[config.mk]
export PLATFORM = sky130hd
export DESIGN_NAME = linked_list_fifo_pop_scheduler
export DESIGN_NICKNAME = d
export VERILOG_FILES = /design/src/rtl/llf_pkg.sv /design/src/rtl/llf_sched_out_buf.sv /design/src/rtl/linked_list_fifo_pop_scheduler.sv
export SDC_FILE = /design/constraint.sdc
export NUM_CORES = 1
export LEC_CHECK = 0
export CAP_MARGIN = 15
export CORE_MARGIN = 8
export CORE_UTILIZATION = 30
export CTS_BUF_LIST = sky130_fd_sc_hd__clkbuf_4
export DETAILED_ROUTE_END_ITERATION = 12
export PLACE_DENSITY = 0.5
export SYNTH_ARGS = -nofsm -noshare
export SYNTH_HDL_FRONTEND = slang
export SYNTH_SLANG_ARGS = --single-unit
[constraint.sdc]
create_clock -name clk -period 8.4 [get_ports clk]
set_input_delay 1.68 -clock clk [delete_from_list [all_inputs] [get_ports clk]]
set_output_delay 1.68 -clock clk [all_outputs]
set_load 0.005 [all_outputs]
[src/rtl/llf_pkg.sv]
// Shared definitions for the linked-list FIFO family: output buffer sizing
// and the bit-width helper used to size queue ids and pointers.
package llf_pkg;

    // Entries the pop scheduler may have outstanding (buffered plus in flight).
    localparam int OUT_BUF_DEPTH = 3;
    localparam int OUT_BUF_CNT_W = 2;

    typedef logic [OUT_BUF_CNT_W-1:0] buf_ptr_t;

    // Number of bits needed to represent 'value' (at least 1).
    function automatic int log2(input int value);
        int bits = 1;
        for (int i = 1; i < 31; i++) begin
            if (value >= (1 << i)) begin
                bits = i + 1;
            end
        end
        return bits;
    endfunction

    // Advance a buffer pointer modulo OUT_BUF_DEPTH.
    function automatic buf_ptr_t buf_ptr_inc(input buf_ptr_t ptr);
        return (ptr == buf_ptr_t'(OUT_BUF_DEPTH - 1)) ? '0 : ptr + buf_ptr_t'(1);
    endfunction

endpackage

[src/rtl/llf_sched_out_buf.sv]
// Small in-order {queue id, data} buffer that absorbs the FIFO read latency
// in front of the downstream consumer. Head outputs read as zero when empty.
module llf_sched_out_buf
    import llf_pkg::*;
#(
    parameter int WIDTH = 8,
    parameter int ID_W  = 3
) (
    input  logic                     clk,
    input  logic                     rst_n,
    input  logic                     wr,
    input  logic [ID_W-1:0]          wr_id,
    input  logic [WIDTH-1:0]         wr_data,
    input  logic                     rd,
    output logic [OUT_BUF_CNT_W-1:0] cnt,
    output logic [WIDTH-1:0]         head_data,
    output logic [ID_W-1:0]          head_id
);

    logic [WIDTH-1:0] data_mem [OUT_BUF_DEPTH];
    logic [ID_W-1:0]  id_mem   [OUT_BUF_DEPTH];
    buf_ptr_t         wr_ptr;
    buf_ptr_t         rd_ptr;

    // Entry storage: written at the tail on every capture.
    // NOTE: storage carries no reset; the count gates visibility, so stale
    // contents after reset are never presented as valid.
    always_ff @(posedge clk) begin
        if (wr) begin
            data_mem[wr_ptr] <= wr_data;
            id_mem[wr_ptr]   <= wr_id;
        end
    end

    // Pointers and occupancy; a simultaneous write and read keep the count.
    // NOTE: sequential state uses non-blocking assignments so every register
    // samples pre-edge values regardless of statement order.
    always_ff @(posedge clk or negedge rst_n) begin
        if (!rst_n) begin
            wr_ptr <= '0;
            rd_ptr <= '0;
            cnt    <= '0;
        end else begin
            if (wr) wr_ptr <= buf_ptr_inc(wr_ptr);
            if (rd) rd_ptr <= buf_ptr_inc(rd_ptr);
            case ({wr, rd})
                2'b10:   cnt <= cnt + OUT_BUF_CNT_W'(1);
                2'b01:   cnt <= cnt - OUT_BUF_CNT_W'(1);
                default: ;
            endcase
        end
    end

    assign head_data = (cnt != '0) ? data_mem[rd_ptr] : '0;
    assign head_id   = (cnt != '0) ? id_mem[rd_ptr]   : '0;

endmodule

[src/rtl/linked_list_fifo_pop_scheduler.sv]
// Drains the per-queue lists of a shared linked-list FIFO onto one
// valid/ready stream: occupancy tracking, round-robin selection with a
// bounded burst, credit-limited pops and a latency-absorbing output buffer.
module linked_list_fifo_pop_scheduler
    import llf_pkg::*;
#(
    parameter int WIDTH      = 8,
    parameter int DEPTH      = 32,
    parameter int FIFOS      = 8,
    parameter int BURST      = 4,
    parameter int LOG2_FIFOS = log2(FIFOS - 1),
    parameter int LOG2_DEPTH = log2(DEPTH - 1)
) (
    input  logic                                clk,
    input  logic                                rst_n,
    input  logic                                push,
    input  logic [LOG2_FIFOS-1:0]               push_fifo,
    input  logic [FIFOS-1:0]                    q_en,
    output logic                                pop,
    output logic [LOG2_FIFOS-1:0]               pop_fifo,
    input  logic [WIDTH-1:0]                    fifo_q,
    output logic                                out_valid,
    input  logic                                out_ready,
    output logic [WIDTH-1:0]                    out_data,
    output logic [LOG2_FIFOS-1:0]               out_fifo,
    output logic [FIFOS*(LOG2_DEPTH+1)-1:0]     occ
);

    localparam int OCC_W    = LOG2_DEPTH + 1;
    localparam int BURST_W  = $clog2(BURST + 1);
    localparam int CREDIT_W = OUT_BUF_CNT_W + 1;

    logic [OCC_W-1:0]         occ_r [FIFOS];
    logic [FIFOS-1:0]         elig;
    logic [FIFOS-1:0]         push_hit;
    logic [FIFOS-1:0]         pop_hit;
    logic                     any_elig;
    logic                     credit_ok;
    logic                     stay;
    logic                     found;
    logic [LOG2_FIFOS-1:0]    sel;
    logic [LOG2_FIFOS-1:0]    cur;
    logic [BURST_W-1:0]       burst_cnt;
    logic                     inflight;
    logic [LOG2_FIFOS-1:0]    inflight_fifo;
    logic [OUT_BUF_CNT_W-1:0] buf_cnt;

    // (base + offset) modulo FIFOS, for offsets in 1..FIFOS.
    function automatic logic [LOG2_FIFOS-1:0] wrap_add(input logic [LOG2_FIFOS-1:0] base,
                                                        input int offset);
        int sum = int'(base) + offset;
        if (sum >= FIFOS) sum -= FIFOS;
        return LOG2_FIFOS'(sum);
    endfunction

    // Per-queue eligibility from registered occupancy, plus push/pop hits.
    always_comb begin
        for (int i = 0; i < FIFOS; i++) begin
            elig[i]     = (occ_r[i] != '0) && q_en[i];
            push_hit[i] = push && (push_fifo == LOG2_FIFOS'(i));
            pop_hit[i]  = pop && (pop_fifo == LOG2_FIFOS'(i));
        end
    end

    assign any_elig  = |elig;
    assign credit_ok = (CREDIT_W'(buf_cnt) + CREDIT_W'(inflight)) < CREDIT_W'(OUT_BUF_DEPTH);

    // Round-robin pick: continue the burst on cur, else scan from cur+1 with
    // cur itself checked last.
    // NOTE: every output of this block gets a default first so no path can
    // leave one unassigned and infer a latch.
    always_comb begin
        sel   = cur;
        stay  = 1'b0;
        found = 1'b0;
        if (elig[cur] && (burst_cnt < BURST_W'(BURST - 1))) begin
            stay = 1'b1;
        end else begin
            for (int k = 1; k <= FIFOS; k++) begin
                if (!found && elig[wrap_add(cur, k)]) begin
                    sel   = wrap_add(cur, k);
                    found = 1'b1;
                end
            end
        end
    end

    assign pop      = any_elig && credit_ok;
    assign pop_fifo = pop ? sel : '0;

    // Occupancy counters; a push and pop to the same queue cancel out.
    always_ff @(posedge clk or negedge rst_n) begin
        if (!rst_n) begin
            for (int i = 0; i < FIFOS; i++) occ_r[i] <= '0;
        end else begin
            for (int i = 0; i < FIFOS; i++) begin
                case ({push_hit[i], pop_hit[i]})
                    2'b10:   occ_r[i] <= occ_r[i] + OCC_W'(1);
                    2'b01:   occ_r[i] <= occ_r[i] - OCC_W'(1);
                    default: ;
                endcase
            end
        end
    end

    // Arbiter state moves only on an issued pop; idle with nothing eligible
    // ends any burst.
    always_ff @(posedge clk or negedge rst_n) begin
        if (!rst_n) begin
            cur       <= '0;
            burst_cnt <= '0;
        end else if (pop) begin
            cur       <= sel;
            burst_cnt <= stay ? burst_cnt + BURST_W'(1) : '0;
        end else if (!any_elig) begin
            burst_cnt <= '0;
        end
    end

    // Remember which queue was popped so its read data can be tagged.
    always_ff @(posedge clk or negedge rst_n) begin
        if (!rst_n) begin
            inflight      <= 1'b0;
            inflight_fifo <= '0;
        end else begin
            inflight      <= pop;
            inflight_fifo <= pop_fifo;
        end
    end

    // Packed per-queue occupancy view.
    always_comb begin
        occ = '0;
        for (int i = 0; i < FIFOS; i++) begin
            occ[i*OCC_W +: OCC_W] = occ_r[i];
        end
    end

    assign out_valid = (buf_cnt != '0);

    llf_sched_out_buf #(
        .WIDTH (WIDTH),
        .ID_W  (LOG2_FIFOS)
    ) u_out_buf (
        .clk       (clk),
        .rst_n     (rst_n),
        .wr        (inflight),
        .wr_id     (inflight_fifo),
        .wr_data   (fifo_q),
        .rd        (out_valid && out_ready),
        .cnt       (buf_cnt),
        .head_data (out_data),
        .head_id   (out_fifo)
    );

endmodule

==> results of run 1 <==
[sequential cells by signal (all words and copies together), names as in the netlist]
name / count
cur: 3
inflight_fifo: 3
u_out_buf.data_mem: 24
inflight: 1
u_out_buf.rd_ptr: 2
u_out_buf.wr_ptr: 2
burst_cnt: 3
u_out_buf.id_mem: 9
occ: 48
u_out_buf.cnt: 2
[layout make-up]
class,instances,share of cell area (%)
multi-input combinational,456,46.95
sequential,97,33.08
timing repair buffer,90,11.30
tap,280,4.470
inverter,41,1.964
clock inverter,6,1.213
clock buffer,10,0.9579
antenna,2,0.06386
[routing by layer]
| layer | GRT usage (%) | vias up | share of wire (%) |
|---|---|---|---|
| li1 | - | 2387 | - |
| met1 | 15.74 | 2365 | 46 |
| met2 | 20.08 | 118 | 47 |
| met3 | 3.226 | 16 | 5.3 |
| met4 | 3.306 | 0 | 1.5 |
| met5 | 0 | - | 0 |
[worst max-delay path, cell delays in order (launching register included)]
cell,delay (ps)
dfrtp_1,760
clkinv_1,420
ha_1,340
xnor2_1,740
mux4_1,670
mux2i_1,450
nor4b_1,380
a311oi_1,160
a211oi_1,490
a21oi_4,130
nor2_1,200
clkdlybuf4s50_1,580
[worst min path at each step]
stage | startpoint | endpoint | cells past startpoint
6_report | inflight_fifo[1]$_DFF_PN0_ | u_out_buf.id_mem[0][1]$_DFFE_PP_ | 0
4_1_cts | inflight_fifo[1]$_DFF_PN0_ | u_out_buf.id_mem[0][1]$_DFFE_PP_ | 0
2_1_floorplan | inflight_fifo[0]$_DFF_PN0_ | u_out_buf.id_mem[0][0]$_DFFE_PP_ | 0
5_1_grt | inflight_fifo[1]$_DFF_PN0_ | u_out_buf.id_mem[0][1]$_DFFE_PP_ | 0
3_5_place_dp | inflight_fifo[1]$_DFF_PN0_ | u_out_buf.id_mem[0][1]$_DFFE_PP_ | 0
3_3_place_gp | inflight_fifo[1]$_DFF_PN0_ | u_out_buf.id_mem[1][1]$_DFFE_PP_ | 0
[cell families after synthesis]
kind of cell               count (synthesis)
buffers and inverters                     63
adders and majority gates                 54
xor gates and xnor gates                  57
and+or+nand+nor                          153
DFF                                       97
AOI/OAI and AO/OA                        148
muxes                                     44
[metrics by stage]
stage | area [µm²] | hold slack, ps | utilization [%] | std cells
after CTS | 7833 | 487.4 | 36.23 | 980
after detailed placement | 7662 | 450.1 | 35.44 | 964
final | 7838 | 484.8 | 36.25 | 982
after floorplan | 6526 | 437.5 | - | 616
after global placement | 7662 | 440.8 | 35.44 | 964
after global routing | 7833 | 508.1 | 36.23 | 980
[cells in the mapped netlist (all sizes together) (2+ instances only)]
library cell  number
dfrtp             64
nand2             52
nor2              52
ha                46
a21oi             43
inv               40
o21ai             36
edfxtp            33
xnor2             30
mux2i             27
xor2              27
a21o              20
clkbuf            19
mux4              11
nor3               9
fa                 8
o21bai             8
o31ai              8
or4                8
mux2               6
nand3              6
nor3b              6
nand4              5
o31a               5
nor2b              4
o22ai              4
buf                3
a2111oi            2
a211o              2
a211oi             2
a22oi              2
a31oi              2
and2               2
o221ai             2
o311a              2
o41ai              2
or2                2
==> impl_metrics.py, run 1 <==
metrics = {
    "sta": {
        "worst_pin_slew_ps": 1052,
        "rsz0062_at_grt": "false",
        "slew_violations": 0,
        "max_freq_mhz": 133.8,
        "hold_viol_final": 0,
        "period_minus_slack_ps": 7473,
        "skew_ps": 20.14,
        "fin_tns_setup_ps": 0,
        "setup_slack_ps": 926.6,
        "post-route-period-util_pct": 88.97,
        "slew_headroom_pct": 29.58,
        "setup-violations-final": 0,
    },
    "die": {
        "fp.dieArea_mm2": 0.02673,
        "fp.dieW_um": 163.5,
        "io_pins": 87,
        "rows": 54,
        "core_mm2": 0.02162,
        "die_height_um": 163.5,
        "start_util_pct": 30.19,
    },
    "final_layout": {
        "fill_cells": 2149,
        "drive_above_1_share_pct": 8.857,
        "layout.area.seq_mm2": 0.002592,
        "layout_common_cells": "85 x clkdlybuf4s50_1, 64 x dfrtp_1, 52 x nor2_1, 52 x nand2_1, 46 x ha_1",
        "multi_input_area_mm2": 0.003680,
        "area_growth_pct": 20.09,
        "nets": 772,
        "mostFrequentLayoutCell": "clkdlybuf4s50_1",
    },
    "synthesis": {
        "synthCells": 616,
        "synthXorXnorAreaFrac_pct": 7.650,
        "synth_nets": 693,
        "yosys-top-cells-area": "dfrtp_1 25%, edfxtp_1 15%, ha_1 8.8%",
        "synth.cell_area_mm2": 0.006526,
        "synth_cell_types": 66,
        "synth.area.mux_share_pct": 9.317,
        "synth.avg_cell_area_um2": 10.59,
        "synth_adder_area_share_pct": 11.27,
        "synth_top_family_by_area": "compound AO/OA/AOI/OAI gates",
        "yosysWarnings": 0,
        "synth_top_area_cell": "dfrtp_1",
        "synth_compound_area_share_pct": 16.51,
        "synth_top_cell_area_share_pct": 24.54,
        "synth_seq_area_share_pct": 39.72,
        "yosys.area_share.simple_pct": 11.56,
        "yosys_register_bits": 97,
        "ys.flop_type": "dfrtp_1",
        "synth_edf_count": 33,
        "synthArstFlopShare_pct": 65.98,
    },
    "cts": {
        "cts_tree": "done",
        "numCtsBuffers": 9,
        "path_clk_slew_ps": 160,
        "post_cts_resized": 0,
        "cts-htree-levels": 3,
        "clock_path_buffers": 2,
        "post-cts-setup-buffer-count": 0,
        "clockRootBuffer": "clkbuf_4",
        "cts.sinks": 97,
        "clock_latency_ps": 480,
        "ctsHoldBuffers": 0,
    },
    "worst_setup_path": {
        "criticalPathCategory": "flip-flop to output pin",
        "cp.required_ps": 6720,
        "r2r_slack_ps": 1610,
        "r2r_start": "cur[1]$_DFFE_PN0P_",
        "worstPathArrival_ps": 5790,
        "r2r-end": "occ[47]$_DFFE_PN0P_",
        "start_kind": "flip-flop",
        "crit_start": "cur[1]$_DFFE_PN0P_",
        "endpoint_kind": "output pin",
        "critPathMaxFanout": 15,
        "crit_path_end": "pop_fifo[2]",
        "r2r_cells": 19,
    },
    "worst_hold_path": {
        "hold_class": "flip-flop to flip-flop",
    },
    "global_routing": {
        "grt_first_pass_wirelength_mm": 26.13,
        "overflow": 0,
        "grt_pass1_vias": 4914,
        "grt_max_degree": 65,
        "antenna_found_initial": 0,
        "grt_use_total_pct": 12.27,
    },
    "routing": {
        "dr.pass1.iters": 4,
        "vias": 4886,
        "wirelength_mm": 16.16,
        "postRouteAntennaNets": 0,
        "drc": 0,
        "routedWlPerCell_um": 16.45,
        "drt_iter0_markers": 214,
        "via_per_inst": 4.976,
    },
    "placed_design": {
        "place_hpwl_mm": 12.23,
        "place.gp.congestion": 0.8401,
        "pre_cts_ws_ps": 1392,
        "numPortBuffers": 86,
    },
    "run": {
        "drv_cap": 0,
    },
    "outcome": {
        "run_status": "finished, final reports clean",
    },
}
Power of run 1 is not shown: default switching activity piles up to over one toggle a cycle in this logic, so the estimate is an artifact.
==> run 2: changes to the inputs <==
ABC_AREA = 1   (was unset)
==> run 2 against run 1 <==
Global-route usage increased by 0.40 points. Via count increased by 7.0%. Core utilization increased by 0.40 points. Synthesized cell count increased by 28%. Sequential share of layout area increased by 0.57 points. Area after synthesis decreased by 1.7%. Worst hold slack improved by 12 ps. Sequential cell count unchanged. Register-to-register slack improved by 1700 ps. Count of clock-buffer cells in the layout unchanged. Critical path depth increased by 4. Critical endpoint is now pop_fifo[1]. Largest cell class unchanged.
==> impl_metrics.py, run 2 <==
metrics = {
    "outcome": {
        "run_status": "finished, final reports clean",
    },
    "routing": {
        "drt_iter0_markers": 281,
        "routedWlPerCell_um": 13.91,
        "drc": 0,
        "vias": 5230,
        "postRouteAntennaNets": 0,
        "dr.pass1.iters": 6,
        "wirelength_mm": 16.03,
        "via_per_inst": 4.540,
    },
    "die": {
        "rows": 53,
        "io_pins": 87,
        "fp.dieArea_mm2": 0.02631,
        "core_mm2": 0.02102,
        "start_util_pct": 30.51,
        "fp.dieW_um": 162.2,
        "die_height_um": 162.2,
    },
    "global_routing": {
        "overflow": 0,
        "antenna_found_initial": 1,
        "grt_pass1_vias": 5232,
        "grt_use_total_pct": 12.67,
        "grt_first_pass_wirelength_mm": 26.68,
        "grt_max_degree": 65,
    },
    "cts": {
        "numCtsBuffers": 9,
        "post-cts-setup-buffer-count": 0,
        "clock_latency_ps": 490,
        "ctsHoldBuffers": 0,
        "cts-htree-levels": 3,
        "clockRootBuffer": "clkbuf_4",
        "cts.sinks": 97,
        "cts_tree": "done",
        "post_cts_resized": 0,
        "path_clk_slew_ps": 160,
        "clock_path_buffers": 2,
    },
    "worst_setup_path": {
        "start_kind": "input pin",
        "cp_slowest_cell": "clkdlybuf4s50_1",
        "cpPeakStageDelay_ps": 510,
        "worstPathArrival_ps": 4200,
        "critPathMaxFanout": 6,
        "criticalPathCategory": "input pin to output pin",
        "r2r_slack_ps": 3300,
        "cp.required_ps": 6720,
        "crit_chain": "clkdlybuf4s50_1, nand3_1, nand3_1, nand3_1, inv_2, nor2_4, nand4_4, nor2_4, nand2_2, nand2_2, inv_2, nand2_1, nand2_2, inv_1, clkdlybuf4s50_1",
        "endpoint_kind": "output pin",
    },
    "synthesis": {
        "yosysWarnings": 0,
        "synthCells": 788,
        "yosys-top-cells-area": "dfrtp_1 25%, edfxtp_1 15%, nand2_1 10%",
        "synth.cell_area_mm2": 0.006414,
        "synth_most_common_cell": "nand2_1",
        "synth_seq_area_share_pct": 40.42,
        "synth_top_cell_area_share_pct": 24.97,
        "synth_nets": 865,
        "synthArstFlopShare_pct": 65.98,
        "synth_cell_types": 38,
        "ys.flop_type": "dfrtp_1",
        "yosys_register_bits": 97,
        "synth_edf_count": 33,
        "synth_commonest_cells": "171 x nand2_1, 103 x inv_1, 97 x nor2_1",
        "synth_top_area_cell": "dfrtp_1",
        "synth.avg_cell_area_um2": 8.139,
    },
    "sta": {
        "fin_tns_setup_ps": 0,
        "setup-violations-final": 0,
        "post-route-period-util_pct": 70.02,
        "worst_pin_slew_ps": 934.7,
        "period_minus_slack_ps": 5882,
        "hold_viol_final": 0,
        "skew_ps": 26.76,
        "rsz0062_at_grt": "false",
        "max_freq_mhz": 170.0,
        "slew_headroom_pct": 37.46,
        "slew_violations": 0,
    },
    "final_layout": {
        "largest_reg_flops": 48,
        "layout_common_cells": "171 x nand2_1, 103 x inv_1, 97 x nor2_1, 85 x nand3_1, 85 x clkdlybuf4s50_1",
        "mostFrequentLayoutCell": "nand2_1",
        "area_growth_pct": 20.11,
        "nets": 948,
        "drive_above_1_share_pct": 8.904,
    },
    "placed_design": {
        "place.gp.congestion": 0.8132,
        "numPortBuffers": 86,
        "place_hpwl_mm": 12.06,
    },
    "worst_hold_path": {
        "hold_class": "flip-flop to flip-flop",
    },
    "run": {
        "drv_cap": 0,
    },
}
-- run 2: final timing paths --
check / from / end / cells past startpoint
worst max register to register: cur[0]$_DFFE_PN0P_ / occ[29]$_DFFE_PN0P_ / 30
max in group asynchronous: rst_n / occ[44]$_DFFE_PN0P_ / 1
worst max-delay path: q_en[1] / pop_fifo[1] / 15
worst min register to register: inflight_fifo[1]$_DFF_PN0_ / u_out_buf.id_mem[2][1]$_DFFE_PP_ / 0
min in group asynchronous: rst_n / occ[34]$_DFFE_PN0P_ / 1
worst min-delay path: inflight_fifo[1]$_DFF_PN0_ / u_out_buf.id_mem[2][1]$_DFFE_PP_ / 0
-- run 2: layout make-up --
class | instances | area [µm²]
Multi-Input combinational cell | 562 | 3317
Fill cell | 2197 | 13320
Antenna cell | 1 | 2.502
Timing Repair Buffer | 89 | 880.8
Sequential cell | 97 | 2592
Tap cell | 275 | 344.1
Inverter | 112 | 420.4
Clock inverter | 6 | 71.32
Clock buffer | 10 | 75.07
-- run 2: routing by layer --
layer  vias up  wire length (µm)  GRT usage (%)
li1       2734                 -              -
met1      2370              8002          16.79
met4         0               263          4.377
met5         -                 0              0
met2       110              6848          19.93
met3        16               915          2.911
-- run 2: through the flow --
step / hold slack, ps / cells / cell area (µm²) / util [%] / setup slack [ps]
2_1_floorplan: 437.5 / 788 / 6414 / - / 3742
3_3_place_gp: 457.1 / 1135 / 7555 / 35.94 / 2492
3_5_place_dp: 459.3 / 1135 / 7555 / 35.94 / 2491
4_1_cts: 497.6 / 1151 / 7701 / 36.63 / 2487
5_1_grt: 531.1 / 1152 / 7704 / 36.65 / 2134
6_report: 496.7 / 1152 / 7704 / 36.65 / 2518
-- run 2: cell families after synthesis --
| kind of cell | Yosys count | share of synthesized area [%] |
|---|---|---|
| compound gates | 85 | 8.038 |
| xor+xnor | 21 | 3.394 |
| fa+ha+maj | 54 | 11.47 |
| buf+inv | 129 | 7.862 |
| flops | 97 | 40.42 |
| simple gates | 402 | 28.81 |
-- run 2: critical path: cells and delay by family --
| family | cells | cell delay (ps) |
|---|---|---|
| and+or+nand+nor | 10 | 1280 |
| buffers and inverters | 5 | 1230 |
Power of run 2 is left out for the same reason.
